==> src/rtl/pipeline_mem_stage_hs_if.sv <==
// Data-memory request/grant/response bus used by the MEM stage.
// master = pipeline stage (issues requests), slave = memory (grants, returns data).
interface pipeline_mem_stage_hs_if #(
    parameter int XLEN = 64
);
    localparam int SW = XLEN / 8;

    logic            dm_req;
    logic            dm_we;
    logic [XLEN-1:0] dm_addr;
    logic [XLEN-1:0] dm_wdata;
    logic [SW-1:0]   dm_wstrb;
    logic            dm_gnt;
    logic            dm_rvalid;
    logic [XLEN-1:0] dm_rdata;

    modport master (
        output dm_req, dm_we, dm_addr, dm_wdata, dm_wstrb,
        input  dm_gnt, dm_rvalid, dm_rdata
    );

    modport slave (
        input  dm_req, dm_we, dm_addr, dm_wdata, dm_wstrb,
        output dm_gnt, dm_rvalid, dm_rdata
    );
endinterface

==> src/rtl/pipeline_mem_stage_hs.sv <==
// Memory-access pipeline stage with a request/grant/response data-memory
// handshake. Handles byte/half/word/double sizing, store lane steering,
// load extraction with sign/zero extension and misalignment/illegal-size
// detection. EX is stalled via ex_ready while a transaction is in flight;
// WB sees exactly one valid_MEM pulse per accepted instruction.
module pipeline_mem_stage_hs #(
    parameter int XLEN   = 64,
    parameter int REG_AW = 5
) (
    input  logic              clk,
    input  logic              reset,
    // EX side
    input  logic              ex_valid,
    output logic              ex_ready,
    input  logic              mem_read_EX,
    input  logic              mem_write_EX,
    input  logic [2:0]        funct3_EX,
    input  logic [XLEN-1:0]   alu_result_EX,
    input  logic [XLEN-1:0]   reg_data2_EX,
    input  logic [REG_AW-1:0] rd_EX,
    input  logic [XLEN-1:0]   pc_EX,
    // data-memory bus
    pipeline_mem_stage_hs_if.master dm,
    // WB side
    output logic              valid_MEM,
    output logic [XLEN-1:0]   mem_data_MEM,
    output logic [XLEN-1:0]   alu_result_MEM,
    output logic [REG_AW-1:0] rd_MEM,
    output logic [XLEN-1:0]   pc_MEM,
    output logic              mem_read_done_MEM,
    output logic              misalign_MEM
);
    localparam int SW   = XLEN / 8;
    localparam int OFFW = $clog2(SW);

    typedef enum logic [1:0] {
        IDLE = 2'd0,
        REQ  = 2'd1,
        WAIT = 2'd2
    } state_t;

    state_t state_reg, state_next;

    // ------------------------------------------------------------------
    // EX-side decode (combinational, used only on the acceptance cycle)
    // ------------------------------------------------------------------
    logic            is_mem_ex;
    logic [1:0]      size_ex;
    logic [OFFW-1:0] off_ex;
    logic [OFFW-1:0] align_mask;
    logic [SW-1:0]   strb_base;
    logic            illegal_ex;
    logic            misalign_ex;
    logic            bad_ex;
    logic            accept;
    logic            start_mem;

    assign is_mem_ex = mem_read_EX | mem_write_EX;
    assign size_ex   = funct3_EX[1:0];
    assign off_ex    = alu_result_EX[OFFW-1:0];

    // Offset bits that must be zero for the access size (bits below log2(bytes)).
    // Byte strobe pattern for the access size before lane shifting.
    generate
        for (genvar gi = 0; gi < OFFW; gi++) begin : g_align
            assign align_mask[gi] = (gi < int'(size_ex));
        end
        for (genvar gi = 0; gi < SW; gi++) begin : g_strb
            assign strb_base[gi] = (gi < (1 << size_ex));
        end
    endgenerate

    // Illegal size codes: 111 always, unsigned/upper codes on stores, and
    // the doubleword / unsigned-word codes when the datapath is only 32 bits.
    always_comb begin
        illegal_ex = (funct3_EX == 3'b111) || (mem_write_EX && funct3_EX[2]);
        if (XLEN == 32 && (funct3_EX[1:0] == 2'b11 || funct3_EX == 3'b110)) begin
            illegal_ex = 1'b1;
        end
    end

    assign misalign_ex = |(off_ex & align_mask);
    assign bad_ex      = is_mem_ex && (illegal_ex || misalign_ex);
    assign ex_ready    = (state_reg == IDLE);
    assign accept      = ex_valid && ex_ready;
    assign start_mem   = accept && is_mem_ex && !bad_ex;

    // ------------------------------------------------------------------
    // Captured instruction fields and registered bus outputs
    // ------------------------------------------------------------------
    logic [REG_AW-1:0] rd_reg;
    logic [XLEN-1:0]   alu_reg;
    logic [XLEN-1:0]   pc_reg;
    logic [1:0]        size_reg;
    logic              uns_reg;
    logic [OFFW-1:0]   off_reg;
    logic              dm_req_reg;
    logic              dm_we_reg;
    logic [XLEN-1:0]   dm_addr_reg;
    logic [XLEN-1:0]   dm_wdata_reg;
    logic [SW-1:0]     dm_wstrb_reg;

    assign dm.dm_req   = dm_req_reg;
    assign dm.dm_we    = dm_we_reg;
    assign dm.dm_addr  = dm_addr_reg;
    assign dm.dm_wdata = dm_wdata_reg;
    assign dm.dm_wstrb = dm_wstrb_reg;

    // ------------------------------------------------------------------
    // Load data extraction: shift the addressed lane down, then extend
    // ------------------------------------------------------------------
    logic [XLEN-1:0] rdata_shifted;
    logic            sign_bit;
    logic [XLEN-1:0] load_ext;

    assign rdata_shifted = dm.dm_rdata >> {off_reg, 3'b000};

    // Top bit of the loaded field, which drives sign extension.
    always_comb begin
        sign_bit = 1'b0;
        case (size_reg)
            2'd0:    sign_bit = rdata_shifted[7];
            2'd1:    sign_bit = rdata_shifted[15];
            2'd2:    sign_bit = rdata_shifted[31];
            default: sign_bit = rdata_shifted[XLEN-1];
        endcase
    end

    generate
        for (genvar gi = 0; gi < XLEN; gi++) begin : g_ext
            assign load_ext[gi] = (gi < (8 << size_reg)) ? rdata_shifted[gi]
                                                         : (!uns_reg && sign_bit);
        end
    endgenerate

    // ------------------------------------------------------------------
    // Control FSM
    // ------------------------------------------------------------------

    // State register.
    always_ff @(posedge clk or posedge reset) begin
        if (reset) begin
            state_reg <= IDLE;
        end else begin
            state_reg <= state_next;
        end
    end

    // Next-state: stores finish on grant, loads wait for read data.
    always_comb begin
        state_next = state_reg;
        case (state_reg)
            IDLE: begin
                if (start_mem) begin
                    state_next = REQ;
                end
            end
            REQ: begin
                if (dm.dm_gnt) begin
                    state_next = dm_we_reg ? IDLE : WAIT;
                end
            end
            WAIT: begin
                if (dm.dm_rvalid) begin
                    state_next = IDLE;
                end
            end
            default: state_next = IDLE;
        endcase
    end

    // Capture EX fields at acceptance and drive the memory request registers.
    always_ff @(posedge clk or posedge reset) begin
        if (reset) begin
            rd_reg       <= '0;
            alu_reg      <= '0;
            pc_reg       <= '0;
            size_reg     <= '0;
            uns_reg      <= 1'b0;
            off_reg      <= '0;
            dm_req_reg   <= 1'b0;
            dm_we_reg    <= 1'b0;
            dm_addr_reg  <= '0;
            dm_wdata_reg <= '0;
            dm_wstrb_reg <= '0;
        end else begin
            if (accept) begin
                rd_reg   <= rd_EX;
                alu_reg  <= alu_result_EX;
                pc_reg   <= pc_EX;
                size_reg <= size_ex;
                uns_reg  <= funct3_EX[2];
                off_reg  <= off_ex;
            end
            if (start_mem) begin
                dm_req_reg   <= 1'b1;
                dm_we_reg    <= mem_write_EX;
                dm_addr_reg  <= {alu_result_EX[XLEN-1:OFFW], {OFFW{1'b0}}};
                dm_wdata_reg <= reg_data2_EX << {off_ex, 3'b000};
                dm_wstrb_reg <= strb_base << off_ex;
            end else if (state_reg == REQ && dm.dm_gnt) begin
                dm_req_reg <= 1'b0;
            end
        end
    end

    // ------------------------------------------------------------------
    // Registered WB-facing output stage
    // ------------------------------------------------------------------
    logic              valid_reg;
    logic [XLEN-1:0]   mem_data_reg;
    logic [XLEN-1:0]   alu_out_reg;
    logic [REG_AW-1:0] rd_out_reg;
    logic [XLEN-1:0]   pc_out_reg;
    logic              done_reg;
    logic              misalign_reg;

    assign valid_MEM         = valid_reg;
    assign mem_data_MEM      = mem_data_reg;
    assign alu_result_MEM    = alu_out_reg;
    assign rd_MEM            = rd_out_reg;
    assign pc_MEM            = pc_out_reg;
    assign mem_read_done_MEM = done_reg;
    assign misalign_MEM      = misalign_reg;

    // Completion pulse with result fields; data fields hold between completions.
    always_ff @(posedge clk or posedge reset) begin
        if (reset) begin
            valid_reg    <= 1'b0;
            mem_data_reg <= '0;
            alu_out_reg  <= '0;
            rd_out_reg   <= '0;
            pc_out_reg   <= '0;
            done_reg     <= 1'b0;
            misalign_reg <= 1'b0;
        end else begin
            valid_reg <= 1'b0;
            done_reg  <= 1'b0;
            if (accept && (!is_mem_ex || bad_ex)) begin
                // Non-memory op, or a faulting access that never reaches the bus.
                valid_reg    <= 1'b1;
                rd_out_reg   <= bad_ex ? '0 : rd_EX;
                alu_out_reg  <= alu_result_EX;
                pc_out_reg   <= pc_EX;
                misalign_reg <= bad_ex;
            end else if (state_reg == REQ && dm.dm_gnt && dm_we_reg) begin
                valid_reg    <= 1'b1;
                rd_out_reg   <= rd_reg;
                alu_out_reg  <= alu_reg;
                pc_out_reg   <= pc_reg;
                misalign_reg <= 1'b0;
            end else if (state_reg == WAIT && dm.dm_rvalid) begin
                valid_reg    <= 1'b1;
                done_reg     <= 1'b1;
                mem_data_reg <= load_ext;
                rd_out_reg   <= rd_reg;
                alu_out_reg  <= alu_reg;
                pc_out_reg   <= pc_reg;
                misalign_reg <= 1'b0;
            end
        end
    end

endmodule

==> src/flat_wrapper.sv <==
// flat-port wrapper written by rule: the top's interface ports become plain ports
module pipeline_mem_stage_hs_flat 
#(
    parameter int XLEN   = 64,
    parameter int REG_AW = 5
)
  (clk, reset, ex_valid, ex_ready, mem_read_EX, mem_write_EX, funct3_EX, alu_result_EX, reg_data2_EX, rd_EX, pc_EX, valid_MEM, mem_data_MEM, alu_result_MEM, rd_MEM, pc_MEM, mem_read_done_MEM, misalign_MEM, dm_dm_req, dm_dm_we, dm_dm_addr, dm_dm_wdata, dm_dm_wstrb, dm_dm_gnt, dm_dm_rvalid, dm_dm_rdata);
  pipeline_mem_stage_hs_if #(.XLEN(XLEN)) dm_i ();
  input  logic clk;
  input  logic reset;
  input  logic ex_valid;
  output logic ex_ready;
  input  logic mem_read_EX;
  input  logic mem_write_EX;
  input  logic [2:0] funct3_EX;
  input  logic [XLEN-1:0] alu_result_EX;
  input  logic [XLEN-1:0] reg_data2_EX;
  input  logic [REG_AW-1:0] rd_EX;
  input  logic [XLEN-1:0] pc_EX;
  output logic valid_MEM;
  output logic [XLEN-1:0] mem_data_MEM;
  output logic [XLEN-1:0] alu_result_MEM;
  output logic [REG_AW-1:0] rd_MEM;
  output logic [XLEN-1:0] pc_MEM;
  output logic mem_read_done_MEM;
  output logic misalign_MEM;
  output wire logic [$bits(dm_i.dm_req)-1:0] dm_dm_req;
  output wire logic [$bits(dm_i.dm_we)-1:0] dm_dm_we;
  output wire logic [$bits(dm_i.dm_addr)-1:0] dm_dm_addr;
  output wire logic [$bits(dm_i.dm_wdata)-1:0] dm_dm_wdata;
  output wire logic [$bits(dm_i.dm_wstrb)-1:0] dm_dm_wstrb;
  input wire logic [$bits(dm_i.dm_gnt)-1:0] dm_dm_gnt;
  input wire logic [$bits(dm_i.dm_rvalid)-1:0] dm_dm_rvalid;
  input wire logic [$bits(dm_i.dm_rdata)-1:0] dm_dm_rdata;
  assign dm_dm_req = dm_i.dm_req;
  assign dm_dm_we = dm_i.dm_we;
  assign dm_dm_addr = dm_i.dm_addr;
  assign dm_dm_wdata = dm_i.dm_wdata;
  assign dm_dm_wstrb = dm_i.dm_wstrb;
  assign dm_i.dm_gnt = dm_dm_gnt;
  assign dm_i.dm_rvalid = dm_dm_rvalid;
  assign dm_i.dm_rdata = dm_dm_rdata;
  pipeline_mem_stage_hs #(.XLEN(XLEN), .REG_AW(REG_AW)) u_core (.clk(clk), .reset(reset), .ex_valid(ex_valid), .ex_ready(ex_ready), .mem_read_EX(mem_read_EX), .mem_write_EX(mem_write_EX), .funct3_EX(funct3_EX), .alu_result_EX(alu_result_EX), .reg_data2_EX(reg_data2_EX), .rd_EX(rd_EX), .pc_EX(pc_EX), .dm(dm_i), .valid_MEM(valid_MEM), .mem_data_MEM(mem_data_MEM), .alu_result_MEM(alu_result_MEM), .rd_MEM(rd_MEM), .pc_MEM(pc_MEM), .mem_read_done_MEM(mem_read_done_MEM), .misalign_MEM(misalign_MEM));
endmodule
==> config.mk <==
export PLATFORM = sky130hd
export DESIGN_NAME = pipeline_mem_stage_hs_flat
export DESIGN_NICKNAME = d
export VERILOG_FILES = /design/src/rtl/pipeline_mem_stage_hs_if.sv /design/src/rtl/pipeline_mem_stage_hs.sv /design/src/flat_wrapper.sv
export SDC_FILE = /design/constraint.sdc
export NUM_CORES = 1
export LEC_CHECK = 0
export CAP_MARGIN = 20
export CELL_PAD_IN_SITES_DETAIL_PLACEMENT = 1
export CELL_PAD_IN_SITES_GLOBAL_PLACEMENT = 1
export CORE_MARGIN = 2
export CORE_UTILIZATION = 36
export DETAILED_ROUTE_END_ITERATION = 8
export PLACE_DENSITY_LB_ADDON = 0.05
export SYNTH_ARGS = -nofsm -noshare
export SYNTH_HDL_FRONTEND = slang
export SYNTH_SLANG_ARGS = --single-unit
==> constraint.sdc <==
create_clock -name clk -period 16.67 [get_ports clk]
set_input_delay 1.667 -clock clk [delete_from_list [all_inputs] [get_ports clk]]
set_output_delay 1.667 -clock clk [all_outputs]
set_load 0.01 [all_outputs]
# Word level (Yosys, flattened, before mapping)
# Index checks and enable logic that the tools add are counted.
word_totals:
  inputBits: 271
  ff_bits: 476
  elab_cells: 224
  output_inout_bits: 339
classes:
  n_lt_le_gt_ge: 75
  n_reduce_logical: 23
  shift: 5
  n_eq_ne: 8
  mux: 90
  bitwise: 4
op_table:
  columns: ["cell", "n"]
  rows:
  - ["less-than comparator 7 x 32 -> 1 bit, first input constant", 32]
  - ["less-than comparator 6 x 32 -> 1 bit, first input constant", 16]
  - ["2-to-1 mux 64 bit", 6]
  - ["less-than comparator 4 x 32 -> 1 bit, first input constant", 8]
  - ["less-than comparator 5 x 32 -> 1 bit, first input constant", 8]
  - ["less-than comparator 3 x 32 -> 1 bit, first input constant", 4]
  - ["2-to-1 mux 1 bit", 74]
  - ["less-than comparator 1 x 32 -> 1 bit, first input constant", 2]
  - ["less-than comparator 2 x 32 -> 1 bit, first input constant", 2]
  - ["left shift 64 x 6 -> 64 bit", 1]
  - ["right shift 64 x 6 -> 64 bit", 1]
  - ["left shift 1 x 2 -> 32 bit, first input constant", 1]
  - ["left shift 4 x 2 -> 32 bit, first input constant", 1]
  - ["2-to-1 mux 5 bit", 4]
  - ["logical AND 1 bit", 10]
  - ["2-to-1 mux 2 bit", 4]
  - ["left shift 8 x 3 -> 8 bit", 1]
  - ["!= test 2 bit, second input constant", 3]
  - ["case mux 2 bit (3 select lines)", 1]
  - ["AND reduction 3 bit", 2]
  - ["== test 2 x 1 -> 1 bit, second input constant", 2]
  - ["== test 2 bit, second input constant", 2]
  - ["zero test 2 bit", 2]
  - ["less-than comparator 1 x 2 -> 1 bit, first input constant", 2]
  - ["other kinds (11)", 16]

# Longest topological paths before layout
# Gate-level depths: netlist of the first run.
depth:
  ltp_word: 9
  mapped_depth: 10
  ltp_nobuf: 5

# Worst setup path after synthesis of the first run
# OpenSTA, ideal clock, no wires.
synth_timing:
  kind: "input-to-reg"
  from: "in alu_result_EX[2]"
  to: "reg u_core.alu_out_reg[0], in the netlist u_core.alu_result_MEM[0]"
  setup_ns: 0.130
  t_arrival_ns: 2.971
  slack_ns: 13.569
  stages: 8
  n_path_buf: 4
  required_time_ns: 16.540
  path_cell_list: "buf_2 > o21a_1 > o21a_1 > o31ai_1 > buf_4 > buf_2 > buf_2 > a31oi_1"
synth_between:
  elab_chain_len: 7
  elab_cells_between_ends: 8
  classes_between: "mux (1); bitwise (1); reduce/logical (6)"
synth_lines:
  columns: ["item", "line", "rtl"]
  rows:
  - ["start: declaration", "flat_wrapper.sv:16", "input logic [XLEN-1:0] alu_result_EX;"]
  - ["AND 3 bit (*)", "pipeline_mem_stage_hs.sv:82", "assign misalign_ex = |(off_ex & align_mask);"]
  - ["OR reduction 3 bit (*)", "pipeline_mem_stage_hs.sv:82", null]
  - ["logical OR 1 bit (*)", "pipeline_mem_stage_hs.sv:83", "assign bad_ex = is_mem_ex && (illegal_ex || misalign_ex);"]
  - ["logical AND 1 bit (*)", "pipeline_mem_stage_hs.sv:83", null]
  - ["logical OR 1 bit (*)", "pipeline_mem_stage_hs.sv:239", "if (accept && (!is_mem_ex || bad_ex)) begin"]
  - ["logical AND 1 bit (*)", "pipeline_mem_stage_hs.sv:239", null]
  - ["nonzero test 3 bit (no line) or 2-to-1 mux 64 bit (tied branches)", null, null]
  - ["end signal: assignment", "pipeline_mem_stage_hs.sv:243", "alu_out_reg <= alu_result_EX;"]
  - ["end signal: assignment", "pipeline_mem_stage_hs.sv:249", "alu_out_reg <= alu_reg;"]
  - ["end signal: assignment", "pipeline_mem_stage_hs.sv:257", "alu_out_reg <= alu_reg;"]
  - ["end: declaration", "pipeline_mem_stage_hs.sv:212", "logic [XLEN-1:0] alu_out_reg;"]
# Every way passes the cells marked *; elsewhere a longest branch is shown, timed or not.
# A chain may end at the register's enable or synchronous reset.

# Final worst setup path of the first run
layout_timing:
  from: "in alu_result_EX[2]"
  to: "reg u_core.rd_out_reg[1], in the netlist u_core.rd_MEM[1]"
layout_between:
  elab_chain_len: 7
  elab_cells_between_ends: 9
  classes_between: "mux (2); bitwise (1); reduce/logical (6)"
layout_lines:
  columns: ["item", "line", "rtl"]
  rows:
  - ["AND 3 bit (*)", "pipeline_mem_stage_hs.sv:82", null]
  - ["OR reduction 3 bit (*)", "pipeline_mem_stage_hs.sv:82", null]
  - ["logical OR 1 bit (*)", "pipeline_mem_stage_hs.sv:83", null]
  - ["logical AND 1 bit (*)", "pipeline_mem_stage_hs.sv:83", null]
  - ["logical OR 1 bit", "pipeline_mem_stage_hs.sv:239", null]
  - ["logical AND 1 bit", "pipeline_mem_stage_hs.sv:239", null]
  - ["nonzero test 3 bit (no line) or 2-to-1 mux 5 bit (tied branches)", null, null]
  - ["end signal: assignment", "pipeline_mem_stage_hs.sv:242", "rd_out_reg <= bad_ex ? '0 : rd_EX;"]
  - ["end signal: assignment", "pipeline_mem_stage_hs.sv:248", "rd_out_reg <= rd_reg;"]
  - ["end signal: assignment", "pipeline_mem_stage_hs.sv:256", "rd_out_reg <= rd_reg;"]
  - ["end: declaration", "pipeline_mem_stage_hs.sv:213", "logic [REG_AW-1:0] rd_out_reg;"]
# Marked as above.

==> flow_metrics.env, run 1 <==
export IMPL_criticalPathCategory="primary input to flip-flop"
export IMPL_dp_slack_ns=11.20
export IMPL_dieArea_um2=64500
export IMPL_rsz0062_at_grt="false"
export IMPL_setup_viol=0
export IMPL_ys_seq_area_share_pct=52.6
export IMPL_cts_buffer_depth=3
export IMPL_mostFrequentLayoutCells="1019 x nand2_1, 604 x clkdlybuf4s50_1, 471 x dfrtp_1, 254 x nor2_1, 138 x a31oi_1"
export IMPL_drcViolationCount=0
export IMPL_crit_path_max_fanout=91
export IMPL_syn_avg_cell_area_um2=8.67
export IMPL_start_util_pct=36.5
export IMPL_cp_end_kind="flip-flop"
export IMPL_antenna_left=0
export IMPL_synth_seq_cells=473
export IMPL_hpwl_mm=62.7
export IMPL_tightest_slew_ns=1.13
export IMPL_syn_area_um2=22500
export IMPL_cp_cell_sequence="clkdlybuf4s50_1 -> buf_4 -> o21a_1 -> o21a_1 -> o31ai_4 -> buf_4 -> buf_4 -> nand2_1 -> a2bb2oi_1"
export IMPL_row_count=91
export IMPL_hold_buffers=0
export IMPL_drive_above_1_share_pct=6.44
export IMPL_antenna_found_initial=12
export IMPL_clkSinkCount=473
export IMPL_cts_tree="yes"
export IMPL_cp_required_ns=17.18
export IMPL_pin_count=610
export IMPL_async_flop_share_pct=100
export IMPL_ys_flop_type="dfrtp_1"
export IMPL_postCtsSetupRepairBufs=0
export IMPL_startpoint_type="primary input"
export IMPL_crit_arrival_ns=5.00
export IMPL_cp_buffers_inverters=4
export IMPL_critPathLaunch="alu_result_EX[2]"
export IMPL_critPathTopFamily="buffers and inverters"
export IMPL_synth_edff_count=0
export IMPL_cts_made_buffers=55
export IMPL_clkLatencyLatePin_ns=0.63
export IMPL_cap_violations=0
export IMPL_tns_ns=0
export IMPL_cts_root_buf="clkbuf_16"
export IMPL_cts_resized_gates=0
export IMPL_dp_cells=3874
export IMPL_slowest_stage="buf_4"
export IMPL_grt_use_total_pct=27.2
export IMPL_finalWorstSetupSlack_ns=12.18
export IMPL_htree_levels=2
export IMPL_rr_worst_depth=7
export IMPL_routed_wirelength_mm=89.4
export IMPL_first_pass_iters=4
export IMPL_vias=21053
export IMPL_yosysUniqueCellTypes=66
export IMPL_power_leakage_uw=0.0138
export IMPL_final_hold_viol_count=0
export IMPL_slowest_delay_ns=0.82
export IMPL_syn2layout_area_growth_pct=36.4
export IMPL_wl_per_cell_um=22.5
export IMPL_layout_commonest_cell="nand2_1"
export IMPL_fin_skew_ns=0.0271
export IMPL_r2r_start="u_core.state_reg[0]$_DFFE_PP0P_"
export IMPL_grt_pass1_wl_mm=135
export IMPL_stdcell_count=3978
export IMPL_slew_violations=0
export IMPL_synthCells=2597
export IMPL_outcome="finished clean"
export IMPL_io_buffers=606
export IMPL_min_path_cells=2
export IMPL_slew_headroom_pct=24.7
export IMPL_final_util_pct=49.7
export IMPL_grt_ovfl_total=0
export IMPL_finalCriticalPeriod_ns=4.49
export IMPL_die_w_um=254
export IMPL_place_gp_congestion=0.885
export IMPL_clk_pin_slew_ns=0.06
export IMPL_finalNetCount=3367
export IMPL_ir_worst_vdd_mv=0.0920
export IMPL_hp_class="flip-flop to flip-flop"
export IMPL_path_depth=9
export IMPL_viasPerCell=5.29
export IMPL_min_from="u_core.dm.dm_wdata[3]$_DFFE_PP0P_"
export IMPL_core_area_um2=61700
export IMPL_crit_path_frequent_cell="buf_4"
export IMPL_drt_iter0_drc=1156
export IMPL_grt_max_degree=155
export IMPL_die_h_um=254
export IMPL_fmax_mhz=223
export IMPL_finalCritPeriodShare_pct=27.0
export IMPL_power_density_nw_per_um2=152
export IMPL_first_global_vias=22520
export IMPL_yosysWarnings=0
[layer usage]
metal / vias to the layer above / wire length (µm) / global-route usage, %
met5: - / 117 / 0
met4: 18 / 3070 / 9.65
met3: 156 / 6240 / 6.97
met2: 575 / 44000 / 46.6
met1: 10662 / 36000 / 33.2
li1: 9642 / - / -
[cells in the mapped netlist (all sizes together) (9+ instances only)]
library cell	count	share of area (%)
nand2	1021	17
dfrtp	473	53
nor2	257	4.3
a31oi	139	3.9
buf	105	2.7
a21oi	93	2.3
clkbuf	88	1.5
mux2i	75	3.4
o21ai	52	1.2
a211oi	44	1.9
mux2	31	1.6
o31ai	31	1.0
nand3	20	0.47
o22ai	20	0.56
o221ai	15	0.58
o21a	11	0.37
nand2b	10	0.28
nor2b	10	0.28
or2	10	0.28
nand3b	9	0.36
[stage by stage]
step	instance area, µm²	hold slack [ns]	power, µW
floorplan	22500	0.440	2510
global placement	28900	0.452	3450
detailed placement	28900	0.458	3510
CTS	30600	0.470	4720
global route	30700	0.498	4930
finish	30700	0.464	4670
[cell families after synthesis]
logic type / count (synthesis) / share of synthesized area [%]
buffers and inverters: 201 / 4.35
AO/OA/AOI/OAI: 457 / 13.8
flip-flops: 473 / 52.6
multiplexers: 113 / 5.62
AND/OR/NAND/NOR: 1352 / 23.6
other: 1 / 0.0167
[worst register-to-register path, stage by stage (launching register included)]
cell and delay [ns]:
dfrtp_1 0.49, nor2_2 0.35, nand2_4 0.50, nor4_4 0.53, buf_6 0.24, buf_4 0.80
o221ai_1 0.37, o21a_1 0.17
[where the power goes]
group	leakage [µW]	switching [µW]	total (µW)	internal, µW
clock network	0.000844	507	1180	675
logic	0.00722	880	1710	833
registers	0.00569	264	1780	1510
[path summary, 6_finish.rpt]
path | to | slack [ns]
max in group asynchronous | u_core.off_reg[0]$_DFFE_PP0N_ | 12.68
min | u_core.dm.dm_wdata[3]$_DFFE_PP0P_ | 0.46
min reg2reg | u_core.dm.dm_wdata[3]$_DFFE_PP0P_ | 0.46
max reg2reg | u_core.dm.dm_wdata[47]$_DFFE_PP0P_ | 13.10
max | u_core.rd_MEM[1]$_DFFE_PP0P_ | 12.18
min in group asynchronous | u_core.pc_MEM[16]$_DFFE_PP0P_ | 1.60
[area by class of cell]
cell class	count	area (µm²)
clock buffer	87	1610
antenna	4	10.0
sequential	473	11800
timing repair buffer	633	6300
tap	837	1050
fill	7153	31000
inverter	8	37.5
clock inverter	11	116
multi-input combinational	1925	9740
(Power assumes the default switching activity.)
==> inputs of run 2 (changes only) <==
==> constraint.sdc (replaced) <==
create_clock -name clk -period 4.3 [get_ports clk]
set_input_delay 0.43 -clock clk [delete_from_list [all_inputs] [get_ports clk]]
set_output_delay 0.43 -clock clk [all_outputs]
set_load 0.01 [all_outputs]
==> run 2 against run 1 <==
Effect of this change: sequential power increased to 3.8 times the previous value; non-clock buffer count grew 11; clock skew decreased by 0.012 ns; highest routed layer unchanged; worst setup slack got worse by 11 ns; wire length rose by 1.0%; combinational power rose to 4.0 times the previous value; clock power grew to 3.8 times the previous value; count of clock-buffer cells in the layout fell by 3; via count barely moved; largest cell class unchanged; largest power group unchanged; sequential share of layout area down 0.20 points.
==> flow_metrics.env, run 2 (synthesis results as in run 1) <==
export IMPL_outcome="finished clean"
export IMPL_grt_pass1_wl_mm=136
export IMPL_htree_levels=2
export IMPL_slew_violations=0
export IMPL_io_buffers=606
export IMPL_wl_per_cell_um=22.7
export IMPL_drive_above_1_share_pct=6.74
export IMPL_cts_tree="yes"
export IMPL_clkSinkCount=473
export IMPL_core_area_um2=61700
export IMPL_finalNetCount=3377
export IMPL_vias=21073
export IMPL_cts_root_buf="clkbuf_16"
export IMPL_slew_headroom_pct=31.2
export IMPL_first_pass_iters=5
export IMPL_final_hold_viol_count=0
export IMPL_clkPwrFrac_pct=24.9
export IMPL_grt_use_total_pct=27.5
export IMPL_place_gp_congestion=0.909
export IMPL_fmax_mhz=321
export IMPL_rr_worst_depth=5
export IMPL_drt_iter0_drc=1183
export IMPL_power_density_nw_per_um2=585
export IMPL_criticalPathCategory="flip-flop to flip-flop"
export IMPL_first_global_vias=22202
export IMPL_cp_required_ns=4.72
export IMPL_rrSetupSlack_ns=1.19
export IMPL_power_leakage_uw=0.0138
export IMPL_clkLatencyLatePin_ns=0.61
export IMPL_die_w_um=254
export IMPL_finalCritPeriodShare_pct=72.4
export IMPL_die_h_um=254
export IMPL_start_util_pct=36.5
export IMPL_grt_max_degree=159
export IMPL_finalCriticalPeriod_ns=3.11
export IMPL_rsz0062_at_grt="false"
export IMPL_mostFrequentLayoutCells="1019 x nand2_1, 604 x clkdlybuf4s50_1, 471 x dfrtp_1, 254 x nor2_1, 138 x a31oi_1"
export IMPL_fin_skew_ns=0.0148
export IMPL_viasPerCell=5.28
export IMPL_drcViolationCount=0
export IMPL_switching_share_pct=35.2
export IMPL_clk_pin_slew_ns=0.06
export IMPL_cp_end_kind="flip-flop"
export IMPL_grt_ovfl_total=0
export IMPL_row_count=91
export IMPL_postCtsSetupRepairBufs=0
export IMPL_comb_power_share_pct=37.5
export IMPL_dieArea_um2=64500
export IMPL_setup_viol=0
export IMPL_seq_power_share_pct=37.6
export IMPL_tightest_slew_ns=1.03
export IMPL_startpoint_type="flip-flop"
export IMPL_hpwl_mm=64.0
export IMPL_crit_path_max_fanout=22
export IMPL_ir_worst_vdd_mv=0.285
export IMPL_power_uw=18000
export IMPL_final_util_pct=50.0
export IMPL_cts_resized_gates=0
export IMPL_pin_count=610
export IMPL_hp_class="primary input to async pin"
export IMPL_layout_commonest_cell="nand2_1"
export IMPL_antenna_left=0
export IMPL_crit_arrival_ns=3.54
export IMPL_syn2layout_area_growth_pct=37.1
export IMPL_cap_violations=0
export IMPL_cts_buffer_depth=3
export IMPL_r2r_start="u_core.off_reg[1]$_DFFE_PP0N_"
export IMPL_routed_wirelength_mm=90.4
export IMPL_power_switching_uw=6350
export IMPL_rr_endpoint="u_core.mem_data_MEM[59]$_DFFE_PP0P_"
export IMPL_cts_made_buffers=54
export IMPL_hold_buffers=0
export IMPL_antenna_found_initial=11
export IMPL_fill_cells=7157
export IMPL_p_int_uw=11700
-- run 2: cell type report --
cell class / count / area (µm²) / share of cell area, %
sequential: 473 / 11800 / 38.4
multi-input combinational: 1925 / 9740 / 31.6
timing repair buffer: 644 / 6500 / 21.1
clock buffer: 84 / 1580 / 5.11
tap: 837 / 1050 / 3.39
clock inverter: 12 / 104 / 0.337
inverter: 8 / 33.8 / 0.109
antenna: 6 / 15.0 / 0.0487
-- run 2: through the flow --
stage                TNS, ns  area, µm²  setup WS [ns]  hold WS (ns)  std cells
floorplan           -1199.92      22500          -2.54         0.440       2599
global placement           0      29100           1.22         0.453       3886
detailed placement         0      29100           1.13         0.461       3886
CTS                        0      30800           1.17        0.0895       3982
global route               0      30800           1.03         0.118       3986
finish                     0      30900           1.19         0.120       3989
-- run 2: worst max-delay path by stage --
stage | startpoint | to | slack [ns]
after global placement | dm_dm_rvalid | u_core.mem_data_MEM[60]$_DFFE_PP0P_ | 1.22
after global routing | u_core.off_reg[1]$_DFFE_PP0N_ | u_core.mem_data_MEM[59]$_DFFE_PP0P_ | 1.03
after floorplan | reset | u_core.alu_reg[10]$_DFFE_PP0N_ | -2.54
after detailed placement | dm_dm_rvalid | u_core.mem_data_MEM[59]$_DFFE_PP0P_ | 1.13
after CTS | u_core.off_reg[1]$_DFFE_PP0N_ | u_core.mem_data_MEM[59]$_DFFE_PP0P_ | 1.17
final | u_core.off_reg[1]$_DFFE_PP0N_ | u_core.mem_data_MEM[59]$_DFFE_PP0P_ | 1.19
-- run 2: power groups by stage --
stage	Sequential, µW	Combinational, µW	Clock [µW]
finish	6790	6760	4490
global route	6960	7320	4760
CTS	6790	6850	4610
detailed placement	6850	6810	0
global placement	6780	6640	0
floorplan	7150	2580	0
-- run 2: worst max-delay path, cell delays in order, from the launching register on --
cell and delay, ns:
dfrtp_2 0.44, nor2b_1 0.77, nand2_1 0.23, and4_1 0.45, a21oi_4 0.83, a211oi_1 0.18
-- run 2: layer usage --
metal	vias up	track usage [%]	part of all wire, %
li1	9674	-	-
met1	10684	34.0	41
met2	560	46.5	49
met3	145	7.34	7.2
met4	10	9.03	3.2
met5	-	0	0.071
